===== config.mk =====
export PLATFORM = sky130hd
export DESIGN_NAME = rf_wb_arbiter
export DESIGN_NICKNAME = d
export VERILOG_FILES = /design/src/rtl/rf_pkg.sv /design/src/rtl/decoder5_32.sv /design/src/rtl/rr_arbiter2.sv /design/src/rtl/rf_wb_arbiter.sv
export SDC_FILE = /design/constraint.sdc
export NUM_CORES = 1
export LEC_CHECK = 0
export CAP_MARGIN = 20
export CORE_UTILIZATION = 44
export CTS_BUF_LIST = sky130_fd_sc_hd__clkbuf_16
export DETAILED_ROUTE_END_ITERATION = 12
export PLACE_DENSITY = 0.86
export RECOVER_POWER = 25
export SLEW_MARGIN = 20
export SYNTH_ARGS = -nofsm -noshare
export SYNTH_HDL_FRONTEND = slang
export SYNTH_SLANG_ARGS = --single-unit

===== constraint.sdc =====
create_clock -name clk -period 2.6 [get_ports clk]
set_input_delay 0.52 -clock clk [delete_from_list [all_inputs] [get_ports clk]]
set_output_delay 0.52 -clock clk [all_outputs]
set_load 0.03 [all_outputs]

===== src/rtl/rf_pkg.sv =====
// Shared sizes and types for the register-file write-back path.
package rf_pkg;
  localparam int AW     = 5;
  localparam int NREG   = 2 ** AW;
  localparam int DATA_W = 32;

  typedef logic [AW-1:0] reg_addr_t;

  typedef enum logic {GNT_ALU = 1'b0, GNT_MEM = 1'b1} grant_t;
endpackage


===== src/rtl/decoder5_32.sv =====
// 5-to-32 one-hot decoder with an enable; all zeros when disabled.
module decoder5_32 (
  input  logic [4:0]  addr_i,
  input  logic        en_i,
  output logic [31:0] onehot_o
);
  always_comb begin
    onehot_o = '0;
    if (en_i) onehot_o[addr_i] = 1'b1;
  end
endmodule


===== src/rtl/rr_arbiter2.sv =====
// Two-input round-robin arbiter; the side not granted on the previous tie wins the next tie.
module rr_arbiter2
  import rf_pkg::*;
(
  input  logic       clk,
  input  logic       reset,
  input  logic [1:0] req_i,
  output logic [1:0] gnt_o
);
  grant_t last_q, last_d;

  // last_q only moves on a tie so a lone requester never disturbs the fairness order
  always_comb begin
    gnt_o  = 2'b00;
    last_d = last_q;
    case (req_i)
      2'b01: gnt_o = 2'b01;
      2'b10: gnt_o = 2'b10;
      2'b11: begin
        if (last_q == GNT_MEM) begin
          gnt_o  = 2'b01;
          last_d = GNT_ALU;
        end else begin
          gnt_o  = 2'b10;
          last_d = GNT_MEM;
        end
      end
      default: gnt_o = 2'b00;
    endcase
  end

  always_ff @(posedge clk) begin
    if (reset) last_q <= GNT_MEM;
    else       last_q <= last_d;
  end
endmodule


===== src/rtl/rf_wb_arbiter.sv =====
// Register-file write-back arbiter (ALU vs load return) with a pending-write scoreboard
// that lets decode stall on RAW and WAW hazards.
module rf_wb_arbiter
  import rf_pkg::*;
(
  input  logic              clk,
  input  logic              reset,
  input  logic              alu_valid,
  input  reg_addr_t         alu_rd,
  input  logic [DATA_W-1:0] alu_data,
  output logic              alu_ready,
  input  logic              mem_valid,
  input  reg_addr_t         mem_rd,
  input  logic [DATA_W-1:0] mem_data,
  output logic              mem_ready,
  input  logic              issue_valid,
  input  reg_addr_t         issue_rd,
  output logic              issue_ready,
  input  reg_addr_t         ra,
  input  reg_addr_t         rb,
  output logic              hazard_a,
  output logic              hazard_b,
  output logic              rf_en,
  output reg_addr_t         rf_rw,
  output logic [DATA_W-1:0] rf_busw,
  output logic [NREG-1:0]   pending
);
  logic [1:0]        gnt;
  logic              en_q, en_d;
  reg_addr_t         rw_q, rw_d;
  logic [DATA_W-1:0] busw_q, busw_d;
  logic [NREG-1:0]   pend_q, pend_d, setVec, clrVec;
  logic              issueFire;

  rr_arbiter2 u_arb (
    .clk   (clk),
    .reset (reset),
    .req_i ({mem_valid, alu_valid}),
    .gnt_o (gnt)
  );

  assign alu_ready = gnt[GNT_ALU];
  assign mem_ready = gnt[GNT_MEM];

  // r0 is hardwired zero, so its write-backs handshake but never reach the write port
  always_comb begin
    en_d   = 1'b0;
    rw_d   = rw_q;
    busw_d = busw_q;
    if (alu_ready) begin
      en_d   = (alu_rd != '0);
      rw_d   = alu_rd;
      busw_d = alu_data;
    end else if (mem_ready) begin
      en_d   = (mem_rd != '0);
      rw_d   = mem_rd;
      busw_d = mem_data;
    end
  end

  assign issue_ready = !pend_q[issue_rd] || (issue_rd == '0);
  assign issueFire   = issue_valid && issue_ready && (issue_rd != '0);

  decoder5_32 u_setDec (
    .addr_i   (issue_rd),
    .en_i     (issueFire),
    .onehot_o (setVec)
  );

  decoder5_32 u_clrDec (
    .addr_i   (rw_q),
    .en_i     (en_q),
    .onehot_o (clrVec)
  );

  // A new issue must survive the retiring write of an older one to the same register
  assign pend_d = (pend_q & ~clrVec) | setVec;

  always_ff @(posedge clk) begin
    if (reset) begin
      en_q   <= 1'b0;
      rw_q   <= '0;
      busw_q <= '0;
      pend_q <= '0;
    end else begin
      en_q   <= en_d;
      rw_q   <= rw_d;
      busw_q <= busw_d;
      pend_q <= pend_d;
    end
  end

  assign hazard_a = pend_q[ra] && (ra != '0);
  assign hazard_b = pend_q[rb] && (rb != '0);

  assign rf_en   = en_q;
  assign rf_rw   = rw_q;
  assign rf_busw = busw_q;
  assign pending = pend_q;
endmodule


==> impl_metrics.json <==
{
  "synth_warnings": 0,
  "gr-usage-met2_pct": 47.8,
  "reg2reg_to": "pending[25]$_SDFF_PP0_",
  "viasPerCell": 6.15,
  "grt_max_degree": 72,
  "fillers": 701,
  "cts_buffers": 9,
  "ant_nets": 0,
  "powerDensity_mw_per_mm2": 481,
  "routed_wl_um": 14200,
  "hpwl_um": 10200,
  "hold_viol": 0,
  "finClkSkew_ns": 0.00696,
  "r2r-start": "pending[31]$_SDFF_PP0_",
  "met1_usage_pct": 35.4,
  "timing.final.crit_period_ns": 2.59,
  "cts_sinks": 71,
  "worstPathRequired_ns": 2.08,
  "clock.fmax_ghz": 0.386,
  "period_share_pct": 99.7,
  "hold_end": "rf_busw[16]$_SDFFE_PP0P_",
  "fp.dieH_um": 99.3,
  "status": "finished clean",
  "p_leak_nw": 2.46,
  "vdd_drop_max_v": 0.000402,
  "area_growth_pct": 55.3,
  "synthTopCellsByCount": "nand2_1 (92), dfxtp_1 (71), nor2_1 (48), a311oi_1 (33), clkbuf_1 (33)",
  "drc": 0,
  "finalPower_mw": 3.11,
  "firstDrtPassIters": 5,
  "cts_tree": "yes",
  "rr_worst_depth": 9,
  "die_area_mm2": 0.00987,
  "ys_top_cells_by_area": "dfxtp_1 (34%), nand2_1 (8.3%), mux4_2 (7.6%)",
  "synth.net_count": 573,
  "design_area_mm2": 0.00647,
  "synth_seq_cells": 71,
  "slew_violations": 0,
  "fin_cells": 770,
  "rows": 35,
  "gp_congestion": 0.961,
  "grt_usage_pct": 28.6,
  "grt_overflow_total": 0,
  "slew_headroom_pct": 11.6,
  "vias": 4734,
  "grt_pass1_wl_um": 22600,
  "netlist.area_leader.share_pct": 34.1,
  "synth_most_common_cell": "nand2_1",
  "finalHoldWorstSlack_ns": 0.481,
  "drt-initial-drc-count": 371,
  "port_buffers": 168,
  "wl_per_cell_um": 18.4,
  "cts_root_buf": "clkbuf_16",
  "holdCritPathClass": "reg2reg",
  "crit_arrival_ns": 2.07,
  "startpoint_type": "input pin",
  "setup_viol": 0,
  "maxCapViolations": 0,
  "core_area_mm2": 0.00920,
  "synth_top_cell_by_area": "dfxtp_1",
  "synth_edf_count": 0,
  "ff2ff_setup_slack_ns": 0.41,
  "synth_area_mm2": 0.00417,
  "diodes": 0,
  "busiest_layer": "met2",
  "dpl.cell_count": 749,
  "start_util_pct": 45.3,
  "synthFlopType": "dfxtp_1",
  "hold_depth": 2,
  "endpoint_kind": "primary output",
  "tightest_slew_ns": 1.33,
  "hold_buffers": 0,
  "syn_area_per_cell_um2": 8.70,
  "hp-start": "rf_busw[16]$_SDFFE_PP0P_",
  "ys_seq_area_share_pct": 34.1,
  "clk_transition_reported_paths_ns": 0.06,
  "antenna_found_initial": 0,
  "clk_path_buf_depth": 2,
  "htree_levels": 3,
  "grt_pass1_vias": 4492,
  "ys_types": 42,
  "io_pins": 169,
  "crit_type": "in2out",
  "final_nets": 749,
  "dieWidth_um": 99.3,
  "synth_cells": 479,
  "finish.utilization_pct": 70.4,
  "use_met3_pct": 7.17,
  "async_flop_share_pct": 0,
  "insertion_delay_ns": 0.32,
  "cp_max_fo": 10,
  "drive_gt1_share_pct": 15.6,
  "place_area_mm2": 0.00613
}
## through the flow
stage	setup TNS, ns	setup slack, ns
after global placement	-8.06	-0.661
after floorplan	0	0.00748
after detailed placement	-9.42	-0.686
after CTS	0	0.0119
final	0	0.00753
after global routing	-0.0170	-0.0170
## metal layers
metal	wire length, um	vias to the layer above	share of wire, %
met5	0	-	0
met4	420	0	3.0
met3	1390	37	9.8
met2	6880	288	48
met1	5500	2257	39
li1	-	2152	-
## logic make-up after synthesis
logic type	after synthesis	synth area share, %
mux	33	14.3
flops	71	34.1
simple gates	214	24.9
buf+inv	50	5.31
compound gates	111	21.4
## layout by cell type, fill, tap and decap left out, types with 6 or more instances in the layout
cell	netlist	layout
a21oi_1	7	7
a311oi_1	33	33
buf_4	0	29
buf_6	3	6
clkbuf_16	0	9
clkdlybuf4s50_1	0	135
dfxtp_1	71	71
dlygate4sd3_1	0	22
inv_1	6	8
mux2_2	6	6
mux2i_1	8	8
mux4_2	14	19
nand2_1	92	92
nand3b_1	23	23
nor2_1	48	48
nor2b_1	20	19
nor3b_1	6	6
o21ai_0	21	21
o41ai_1	23	21
o41ai_2	4	6
## worst max-delay path, cell delays in order
cell,delay (ns)
dlygate4sd2_1,0.27
buf_12,0.16
mux2_2,0.34
o221a_2,0.28
a221oi_2,0.22
a32oi_1,0.10
buf_4,0.19
## repair_timing
action / CTS / global route
cloned: 0 / 2
setup buffers: 3 / 1
setup endpoints to repair: 5 / 16
pin swaps: 5 / 3
resized for setup: 33 / 10
## worst max-delay path by stage
stage	cells after the start	slack, ns	endpoint	startpoint
3_3_place_gp	7	-0.66	hazard_a	ra[0]
6_report	7	0.008	hazard_a	ra[0]
4_1_cts	7	0.01	hazard_a	ra[1]
5_1_grt	7	-0.02	hazard_a	ra[0]
3_5_place_dp	7	-0.69	hazard_a	ra[0]
2_1_floorplan	5	0.007	hazard_a	ra[0]
## where the power goes
group	internal, mW	total [mW]	leakage, nW	switching (mW)
sequential	1.15	1.20	0.583	0.0524
clock	0.726	1.17	0.144	0.440
combinational	0.357	0.748	1.74	0.391
## registers in the layout (all words and copies together), names as in the netlist
| register | flops |
|---|---|
| rf_en | 1 |
| rf_rw | 5 |
| pending | 32 |
| u_arb.last_q | 1 |
| rf_busw | 32 |
## cell type report
class / instances / area, um2 / share of cell area [%]
Clock buffer: 9 / 225 / 3.48
Clock inverter: 6 / 55.1 / 0.851
Inverter: 7 / 26.3 / 0.406
Multi-Input combinational cell: 358 / 2580 / 39.9
Sequential cell: 71 / 1420 / 22.0
Tap cell: 111 / 139 / 2.15
Timing Repair Buffer: 208 / 2020 / 31.3
No activity file was read; power rests on OpenSTA's default activity.
